### src/rtl/country_car_sensor.sv
// ---------------------------------------------------------------------------
// country_car_sensor
//   Vehicle-detection front end for the highway/country traffic controller.
//   It conditions the raw country-road entry and exit loop detectors, keeps
//   a count of queued country cars, and raises X toward the controller while
//   cars wait or are being served. The controller's country light code is
//   read back so departures can be checked against the light and the request
//   can be released after the queue drains on green.
//
// Ports
//   clk         in   1      clock, all state on posedge
//   clear       in   1      synchronous reset, active-high
//   arrive_raw  in   1      entry loop detector (asynchronous, may bounce)
//   depart_raw  in   1      stop-line exit detector (asynchronous, may bounce)
//   cntry       in   2      country light: RED=0, YELLOW=1, GREEN=2, 3 = RED
//   X           out  1      car-waiting request to the controller
//   car_count   out  CNT_W  cars currently queued
//   overflow    out  1      sticky: an arrival was lost at saturation
//   violation   out  1      one-cycle pulse: departure seen on red
// ---------------------------------------------------------------------------
module country_car_sensor #(
    parameter int unsigned DEBOUNCE = 3,
    parameter int unsigned CNT_W    = 4,
    parameter int unsigned MAX_CARS = 15,
    parameter int unsigned HOLD     = 2
) (
    input  logic             clk,
    input  logic             clear,
    input  logic             arrive_raw,
    input  logic             depart_raw,
    input  logic [1:0]       cntry,
    output logic             X,
    output logic [CNT_W-1:0] car_count,
    output logic             overflow,
    output logic             violation
);

    localparam int unsigned DB_W   = (DEBOUNCE > 1) ? $clog2(DEBOUNCE + 1) : 1;
    localparam int unsigned HOLD_W = (HOLD > 1) ? $clog2(HOLD + 1) : 1;
    localparam int unsigned N_DET  = 2;

    localparam logic [1:0] CNTRY_RED     = 2'd0;
    localparam logic [1:0] CNTRY_GREEN   = 2'd2;
    localparam logic [1:0] CNTRY_ILLEGAL = 2'd3;

    // Detector index 0 is the entry loop, index 1 the stop-line exit loop.
    localparam int unsigned DET_ARR = 0;
    localparam int unsigned DET_DEP = 1;

    typedef enum logic [1:0] {
        S_IDLE  = 2'd0,
        S_REQ   = 2'd1,
        S_SERVE = 2'd2,
        S_HOLD  = 2'd3
    } state_e;

    // ---------------------------------------------------------------------
    // Input path: synchroniser flops, filtered levels, stability counters
    // ---------------------------------------------------------------------
    logic [N_DET-1:0]            raw_c;
    logic [N_DET-1:0]            sync1_q;
    logic [N_DET-1:0]            sync2_q;
    logic [N_DET-1:0]            filt_q;
    logic [N_DET-1:0]            filt_d;
    logic [N_DET-1:0]            evt_q;
    logic [N_DET-1:0]            evt_d;
    logic [N_DET-1:0][DB_W-1:0]  stab_q;
    logic [N_DET-1:0][DB_W-1:0]  stab_d;

    assign raw_c = {depart_raw, arrive_raw};

    // Debounce: the filtered level follows the synchronised level only after
    // DEBOUNCE consecutive disagreeing edges; any agreeing edge restarts it.
    always_comb begin
        filt_d = filt_q;
        evt_d  = '0;
        stab_d = '0;
        for (int i = 0; i < int'(N_DET); i++) begin
            if (sync2_q[i] != filt_q[i]) begin
                if (stab_q[i] == DB_W'(DEBOUNCE - 1)) begin
                    filt_d[i] = ~filt_q[i];
                    // Only the rising transition of the filtered level is an event.
                    evt_d[i]  = ~filt_q[i];
                end else begin
                    stab_d[i] = stab_q[i] + DB_W'(1);
                end
            end
        end
    end

    // Input path registers.
    always_ff @(posedge clk) begin
        if (clear) begin
            sync1_q <= '0;
            sync2_q <= '0;
            filt_q  <= '0;
            evt_q   <= '0;
            stab_q  <= '0;
        end else begin
            sync1_q <= raw_c;
            sync2_q <= sync1_q;
            filt_q  <= filt_d;
            evt_q   <= evt_d;
            stab_q  <= stab_d;
        end
    end

    // ---------------------------------------------------------------------
    // Car counter, overflow and red-light violation
    // ---------------------------------------------------------------------
    logic             arr_evt_c;
    logic             dep_evt_c;
    logic             is_red_c;
    logic             is_green_c;
    logic             at_max_c;
    logic [CNT_W-1:0] count_q;
    logic [CNT_W-1:0] count_d;
    logic             ovf_q;
    logic             ovf_d;
    logic             viol_q;
    logic             viol_d;

    assign arr_evt_c  = evt_q[DET_ARR];
    assign dep_evt_c  = evt_q[DET_DEP];
    // The illegal code is treated as red so a broken controller fails safe.
    assign is_red_c   = (cntry == CNTRY_RED) || (cntry == CNTRY_ILLEGAL);
    assign is_green_c = (cntry == CNTRY_GREEN);
    assign at_max_c   = (count_q == CNT_W'(MAX_CARS));

    always_comb begin
        count_d = count_q;
        ovf_d   = ovf_q;
        viol_d  = 1'b0;
        unique case ({arr_evt_c, dep_evt_c})
            2'b10: begin
                if (at_max_c) begin
                    ovf_d = 1'b1;
                end else begin
                    count_d = count_q + CNT_W'(1);
                end
            end
            2'b01: begin
                // A car leaving on red is flagged but not removed from the queue.
                if (is_red_c) begin
                    viol_d = 1'b1;
                end else if (count_q != '0) begin
                    count_d = count_q - CNT_W'(1);
                end
            end
            2'b11: begin
                // On non-red one car in and one car out cancel; on red the
                // departure is not honoured, so only the arrival counts.
                if (is_red_c) begin
                    viol_d = 1'b1;
                    if (at_max_c) begin
                        ovf_d = 1'b1;
                    end else begin
                        count_d = count_q + CNT_W'(1);
                    end
                end
            end
            default: begin
                count_d = count_q;
            end
        endcase
    end

    // Counter and flag registers.
    always_ff @(posedge clk) begin
        if (clear) begin
            count_q <= '0;
            ovf_q   <= 1'b0;
            viol_q  <= 1'b0;
        end else begin
            count_q <= count_d;
            ovf_q   <= ovf_d;
            viol_q  <= viol_d;
        end
    end

    // ---------------------------------------------------------------------
    // Request FSM and post-drain gap timer
    // ---------------------------------------------------------------------
    state_e            state_q;
    state_e            state_d;
    logic [HOLD_W-1:0] timer_q;
    logic [HOLD_W-1:0] timer_d;
    logic              queue_empty_c;

    assign queue_empty_c = (count_q == '0);

    // Next-state logic; priority is top-down within each state.
    always_comb begin
        state_d = state_q;
        timer_d = timer_q;
        unique case (state_q)
            S_IDLE: begin
                if (!queue_empty_c) begin
                    state_d = S_REQ;
                end
            end
            S_REQ: begin
                if (queue_empty_c) begin
                    state_d = S_IDLE;
                end else if (is_green_c) begin
                    state_d = S_SERVE;
                end
            end
            S_SERVE: begin
                if (queue_empty_c) begin
                    state_d = S_HOLD;
                    timer_d = HOLD_W'(HOLD);
                end else if (!is_green_c) begin
                    state_d = S_REQ;
                end
            end
            S_HOLD: begin
                if (!queue_empty_c) begin
                    state_d = S_SERVE;
                end else if (!is_green_c) begin
                    state_d = S_IDLE;
                end else begin
                    timer_d = timer_q - HOLD_W'(1);
                    if (timer_q == HOLD_W'(1)) begin
                        state_d = S_IDLE;
                    end
                end
            end
            default: begin
                state_d = S_IDLE;
            end
        endcase
    end

    // FSM state and timer registers.
    always_ff @(posedge clk) begin
        if (clear) begin
            state_q <= S_IDLE;
            timer_q <= '0;
        end else begin
            state_q <= state_d;
            timer_q <= timer_d;
        end
    end

    // Outputs come straight from registers.
    assign X         = (state_q != S_IDLE);
    assign car_count = count_q;
    assign overflow  = ovf_q;
    assign violation = viol_q;

endmodule

### config.mk
export PLATFORM = sky130hd
export DESIGN_NAME = country_car_sensor
export DESIGN_NICKNAME = d
export VERILOG_FILES = /design/src/rtl/country_car_sensor.sv
export SDC_FILE = /design/constraint.sdc
export NUM_CORES = 1
export LEC_CHECK = 0
export ABC_AREA = 1
export CAP_MARGIN = 20
export CORE_ASPECT_RATIO = 0.7
export CORE_UTILIZATION = 41
export CTS_CLUSTER_SIZE = 20
export DETAILED_ROUTE_END_ITERATION = 8
export GPL_TIMING_DRIVEN = 1
export PLACE_DENSITY = 0.68
export SYNTH_ARGS = -nofsm -noshare
export SYNTH_HDL_FRONTEND = slang
export SYNTH_SLANG_ARGS = --single-unit
export TNS_END_PERCENT = 1
### constraint.sdc
create_clock -name clk -period 1.45 [get_ports clk]
set_input_delay 0.3625 -clock clk [delete_from_list [all_inputs] [get_ports clk]]
set_output_delay 0.3625 -clock clk [all_outputs]
set_load 0.01 [all_outputs]
# Word level (Yosys, flattened, before mapping)
# Index checks and enable logic that the tools add are counted.
# word_totals
reg_bits	22
latchBits	0
ram_bits	0
mem_bits_ro	0
inputBits	6
out_inout_bits	7
elab_cells	92
mem_count	0
# op_classes
addsub	5
mul	0
n_div	0
n_lt_le_gt_ge	0
n_eq_ne	24
n_shift	0
mux	22
n_bitwise	7
reduce_logical	21
# ops
op	n
2-to-1 mux 2 bit	11
equality test 2 bit, second input constant	8
2-to-1 mux 4 bit	4
!= test 2 bit, second input constant	7
one-hot mux 4 bit (3 select lines)	1
AND reduction 4 bit	3
OR reduction 3 bit	4
one-hot mux 2 bit (4 select lines)	1
NOT 1 bit	7
equality test 2 x 1 -> 1 bit, second input constant	3
!= test 3 bit, second input constant	2
AND reduction 2 bit	3
nonzero test 2 bit	3
adder 2 x 1 -> 2 bit, second input constant	2
adder 4 x 1 -> 4 bit, second input constant	1
equality test 4 bit, second input constant	1
zero test 2 bit	2
zero test 4 bit	1
!= test 4 bit, second input constant	1
one-hot mux 2 bit (2 select lines)	1
nonzero test 4 bit	1
OR reduction 2 bit	2
subtractor 4 x 1 -> 4 bit, second input constant	1
2-to-1 mux 1 bit	3
other kinds (5)	6

# Logic depth before layout (Yosys ltp)
# Gate-level depths: netlist of the first run.
# depth
depth_word	5
ltp_mapped	11
depth_no_buf	11

# Least setup slack after synthesis of the first run
# No wires, ideal clock.
# synth_timing
path_kind	in2reg
start	in cntry[0]
end	reg count_q[2], in the netlist car_count[2]
setup_time_ns	0.113
arrival_ns	1.265
required_time_ns	1.337
setup_slack_ns	0.072
path_stages	8
n_path_buf	0
path_cell_list	inv_1 > ha_1 > nor3_2 > inv_1 > nand3_1 > nand2_1 > nand2_1 > nor2_1
# synth_via
elab_chain_cells	4
elab_cells_between_ends	6
classes_between	3 x eq/ne; 3 x reduce/logical
# synth_lines
element	line_no	text
start: declaration	31	input logic [1:0] cntry,
equality test 2 bit / zero test 2 bit (equally long branches)	126	assign is_red_c = (cntry == CNTRY_RED) || (cntry == CNTRY_ILLEGAL);
logical OR 1 bit *	126	
net is_red_c	113	logic is_red_c;
!= test 2 bit (no line)	-	
AND reduction 4 bit (no line) *	-	
end signal: assignment	175	count_q <= count_d;
end: declaration	116	logic [CNT_W-1:0] count_q;
# Mark *: on every way through the listed nets, which the timed path passes. The rest lies on a longest branch.
# A chain may end at the register's enable or synchronous reset.

# Final worst setup path of the first run
# layout_timing
start	reg state_q[0]
end	out X
# layout_via
elab_chain_cells	1
# layout_lines
element	line_no	text
start: declaration	184	state_e state_q;
start signal: assignment	241	state_q <= state_d;
nonzero test 2 bit	247	assign X = (state_q != S_IDLE);
end: declaration	32	output logic X,
# No other way between the ends.

==> results.ini, run 1 <==
[logic_synthesis]
syn_area_um2=1109
synth_area_per_cell_um2=7.293
synthCells=152
yosys-top-cells-area=dfxtp_1, nand2_1, nor2_1, inv_1, ha_1
ys_ff_latch=22
yosysTopAreaCell=dfxtp_1
synth_edf_count=0
ys.flop_type=dfxtp_1
synth_nets=164
synthArstFlopShare_pct=0
yosysWarnings=0
synth_top_area_share_pct=39.73
ys_seq_area_share_pct=39.73
synth_cell_types=25

[min_path]
min_from=sync1_q[1]
worstHoldPathType=reg -> reg

[sta]
slew_viol_final=0
timing_hold_violations_final=0
rsz0062_at_grt=true
worstMarginPinSlew_ns=0.2806
setup_viol=0
maxSlewHeadroom_pct=81.22
fin_crit_sh_pct=96.44
min_period_ns=1.398
skew_ns=0.001807
post-route-worst-setup-slack_ns=0.05159
fmax_mhz=715.1
setup_tns_ns=0

[placement]
port_buffers=12
placedCellCount=210
dp_hpwl_mm=1.768
place_area_um2=1366
post-place-ws_ns=-0.4836
routabilityCongestion=0.8009

[route]
ant_nets=0
drt-wirelength-per-cell_um=10.76
drc=0
avgViaCountPerCell=4.748
drt_iter0_drc=43
drt-total-wl_mm=2.303
via_count=1016
drt_pre_antenna_iters=4

[floorplan]
num_rows=15
coreArea_um2=2515
start_util_pct=44.08
die_x_um=64.15
dieArea_um2=2919
die_y_um=45.51
io_pins=13

[global_route]
grt_most_used_layer=met2
grt_max_degree=14
grt_overflow_total=0
grtUsageTotal_pct=17.23
grt_pass1_vias=989
antenna_found_initial=0
grt_util_met2_pct=35.53
grt_use_met1_pct=18.03
grtUsageMet3_pct=4.000
grt_pass1_wl_mm=3.815

[cts]
clk_path_buf_depth=2
cts_sinks=22
path_clk_slew_ns=0.08
tritoncts.num_buffers=3
cts_setup_buffers=0
clock_latency_ns=0.26
cts_tree=built
htreeDepth=1
cts_root_buf=clkbuf_8

[power_and_ir_drop]
switching_power_mw=0.4202
pwr-share-seq_pct=42.6
peakVddDrop_mv=0.6778
switching_share_pct=26.34
p_comb_share_pct=22.3
total_leakage_power_nw=0.6832
clkPwrFrac_pct=35.1
powerDensity_nw_per_um2=1093
p_int_mw=1.175
power_mw=1.595

[finish]
multiInputGateArea_um2=576.8
fillers=242
stdcell_count=214
final_net_count=193
fin_area_um2=1459
synthToLayoutAreaGrowth_pct=31.60
seqCellArea_um2=442.9
drive_gt1_share_pct=22.78
antenna_cells=0

[status]
outcome=finished clean

[critical_path]
end_kind=primary output
required_ns=1.09
crit_start=state_q[0]
cp-start-kind=register
rrSetupSlack_ns=0.07
rr_startpoint=evt_q[0]
worstPathArrival_ns=1.04
cp_max_fo=2
crit_type=reg -> out

[job]
cap_viol_max_count=0

## logic make-up (layout without fill, tap and decap cells)
kind of cell | Yosys count | count (layout) | share of synthesized area, %
AND/OR/NAND/NOR | 75 | 75 | 30.47
adder cells (fa/ha/maj) | 6 | 6 | 6.772
buffers and inverters | 30 | 58 | 10.38
XOR/XNOR | 1 | 1 | 0.7902
AO/OA/AOI/OAI | 18 | 18 | 11.85
flip-flops | 22 | 22 | 39.73
## area by class of cell
class / instances / share of cell area (%)
tap: 34 / 2.916
clock inverter: 1 / 2.058
multi-input combinational: 100 / 39.54
sequential: 22 / 30.36
inverter: 28 / 7.376
clock buffer: 3 / 2.830
timing repair buffer: 26 / 14.92
## per-layer routing
layer  vias up  wire length (um)
met4         0                16
li1        526                 -
met1       464              1055
met3         4                93
met5         -                 0
met2        22              1138
## repair_timing
| item | CTS | global route |
|---|---|---|
| endpoints found under the setup margin | 16 | 8 |
| hold buffers | 0 | 0 |
| resized for setup | 13 | 4 |
| pin swaps | 3 | 3 |
## registers in the layout, summed over array words and instances, names as in the netlist
name,cells
evt_q,2
sync2_q,2
stab_q,4
sync1_q,2
overflow,1
violation,1
state_q,2
timer_q,2
filt_q,2
car_count,4
## cell usage after synthesis (2+ instances only)
cell type	number
nand2_1	28
nor2_1	27
inv_1	26
dfxtp_1	22
ha_1	6
a21oi_1	5
nand2_2	5
nand3_1	5
o211ai_1	3
o21ai_1	3
a21oi_2	2
buf_2	2
inv_2	2
nand4_1	2
nor2_2	2
o21ai_0	2
or4_1	2
## power groups by stage
stage / registers, mW / clock network [mW] / logic (mW)
5_1_grt: 0.682 / 0.600 / 0.398
3_5_place_dp: 0.691 / 0 / 0.353
6_report: 0.680 / 0.560 / 0.355
3_3_place_gp: 0.686 / 0 / 0.335
4_1_cts: 0.677 / 0.574 / 0.357
2_1_floorplan: 0.685 / 0 / 0.223
## final timing paths
check / end / cells past startpoint
worst max-delay path: X / 3
worst min-delay path: sync2_q[1] / 2
worst max register to register: car_count[2] / 11
worst min register to register: sync2_q[1] / 2
## placed cells by master (no fill, tap or decap), types with 3 or more instances in the layout
cell              n
clkdlybuf4s50_1   3
o211ai_1          3
inv_1            25
dfxtp_1          20
nand3_1           5
nor2_1           27
a21oi_1           5
nand2_1          27
ha_1              4
dlygate4sd2_1     8
nand2_2           6
buf_4            14
clkbuf_8          3
o21ai_1           3
## per-stage QoR
step / utilization (%) / hold slack [ns]
3_5_place_dp: 54.33 / 0.4020
3_3_place_gp: 54.33 / 0.3971
2_1_floorplan: - / 0.3883
5_1_grt: 58.01 / 0.4322
4_1_cts: 57.66 / 0.4161
6_report: 58.01 / 0.4125
## critical path, cell delays in order (launching register included)
cell	delay, ns
dfxtp_1	0.37
inv_1	0.07
nand2_1	0.08
dlygate4sd2_1	0.27
Power figures use the tool's default switching activity.
==> inputs of run 2 (changes only) <==
- clock period: 1.45 -> 1.1 ns (I/O delays scaled with it)
==> results.ini, run 2 (synthesis results as in run 1) <==
[cts]
cts-hold-fix-buffers=0  ; unchanged
cts_root_buf=clkbuf_8
cts_tree=built
cts_sinks=22  ; unchanged
clk_path_buf_depth=2  ; unchanged
htreeDepth=1  ; unchanged
clock_latency_ns=0.26  ; about the same
path_clk_slew_ns=0.08  ; about the same
tritoncts.num_buffers=3  ; unchanged

[status]
outcome=complete, but fails checks
violations=negative setup slack

[floorplan]
io_pins=13  ; unchanged
die_y_um=45.51  ; unchanged
start_util_pct=44.08  ; unchanged
dieArea_um2=2919  ; unchanged
die_x_um=64.15  ; unchanged
num_rows=15  ; unchanged
coreArea_um2=2515  ; unchanged

[finish]
fillers=225  ; -7.0%
seqCellArea_um2=452.9  ; +2.3%
synthToLayoutAreaGrowth_pct=36.00
drive_gt1_share_pct=32.97  ; +10 points
multiInputGateArea_um2=601.8  ; +4.3%
most-common-layout-cells=nand2_1, nor2_1, inv_1
final_net_count=198  ; +2.6%
fin_area_um2=1508  ; +3.3%
layout_commonest_cell=nand2_1
antenna_cells=0  ; unchanged

[critical_path]
cp_max_fo=2  ; unchanged
cpLargestDelayFamily=simple AND/OR/NAND/NOR gates
crit_type=reg -> reg
worstPathArrival_ns=1.46  ; +0.42 ns
rrSetupSlack_ns=-0.20  ; -0.27 ns
crit_chain=inv_2, nand2_4, xnor2_1, ha_2, nor2_1, nand3_1, nand2_1, nand3_2, nor2_1, nor2_1
cp-start-kind=register
critPathMostFrequentCell=nor2_1
rr_startpoint=evt_q[0]
slowest_stage=dfxtp_2
required_ns=1.26  ; +0.17 ns
cp_slowest_stage_delay_ns=0.33  ; -0.04 ns
end_kind=register
crit_start=evt_q[0]
path_buf_inv=1  ; -1

[route]
drt-wirelength-per-cell_um=10.51  ; -2.3%
drt_iter0_drc=32  ; -26%
drt-total-wl_mm=2.302  ; about the same
drc=0  ; unchanged
via_count=1026  ; +0.98%
ant_nets=0  ; unchanged
drt_pre_antenna_iters=4  ; unchanged
avgViaCountPerCell=4.685  ; -1.3%

[sta]
whs_ns=0.4093  ; -0.003195 ns
setup_viol=12  ; +12
setup_tns_ns=-1.039  ; -1.039 ns
slew_viol_final=0  ; unchanged
worstMarginPinSlew_ns=0.2931  ; +0.01252 ns
rsz0062_at_grt=true
min_period_ns=1.296
skew_ns=0.001290  ; -0.0005163 ns
fmax_mhz=771.8
timing_hold_violations_final=0  ; unchanged
maxSlewHeadroom_pct=80.44  ; -0.79 points
fin_crit_sh_pct=117.8
post-route-worst-setup-slack_ns=-0.1957  ; -0.2473 ns

[global_route]
grt_pass1_vias=946  ; -4.3%
grt_max_degree=14  ; unchanged
grt_pass1_wl_mm=3.795  ; -0.52%
grt_overflow_total=0  ; unchanged
grtUsageTotal_pct=17.61  ; +0.39 points
antenna_found_initial=0  ; unchanged

[placement]
post-place-ws_ns=-0.7132  ; -0.2295 ns
routabilityCongestion=0.8275  ; +3.3%
dp_hpwl_mm=1.822  ; +3.1%
place_area_um2=1414  ; +3.5%
port_buffers=12  ; unchanged

[power_and_ir_drop]
power_mw=2.107  ; +32%
powerDensity_nw_per_um2=1398  ; +28%
peakVddDrop_mv=0.7852  ; +16%
total_leakage_power_nw=0.6811  ; -0.31%

[job]
cap_viol_max_count=0  ; unchanged

[min_path]
min_from=sync1_q[1]
worstHoldPathType=reg -> reg

[run 2: worst paths after layout]
path,endpoint,cells past startpoint
min,sync2_q[1],2
max reg2reg,car_count[2],10
max,car_count[2],10
min reg2reg,sync2_q[1],2
[run 2: stage by stage]
step	util [%]	std cells
global route	59.95	219
global placement	56.22	215
CTS	60.55	219
floorplan	-	152
detailed placement	56.22	215
finish	59.95	219
[run 2: worst reg2reg max path: cells and delay by family, from the launching register on]
| family | cells | cell delay [ns] |
|---|---|---|
| adder cells (fa/ha/maj) | 1 | 0.18 |
| XOR/XNOR | 1 | 0.12 |
| AND/OR/NAND/NOR | 7 | 0.52 |
| flip-flops | 1 | 0.33 |
| buffers and inverters | 1 | 0.07 |
[run 2: timing repair]
action,CTS,global route
buffers inserted,0,0
endpoints found under the hold margin,0,0
endpoints found under the setup margin,23,16
resized for setup,40,5
pin swaps,10,0
[run 2: final cells by class]
cell class                      instances  share of cell area (%)
Multi-Input combinational cell        100                   39.92
Inverter                               28                   6.971
Clock inverter                          1                   1.992
Tap cell                               34                   2.822
Clock buffer                            3                   2.739
Sequential cell                        22                   30.04
Timing Repair Buffer                   31                   15.52
[run 2: power breakdown]
part,internal (mW),switching [mW]
combinational,0.217,0.253
sequential,0.860,0.0349
clock,0.486,0.257
[run 2: routing by layer]
layer  track usage, %  wire [um]  up-vias
met3            4.750         79        6
met5                0          0        -
li1                 -          -      544
met1            20.00       1069      459
met4            10.22         56        0
met2            30.85       1097       17
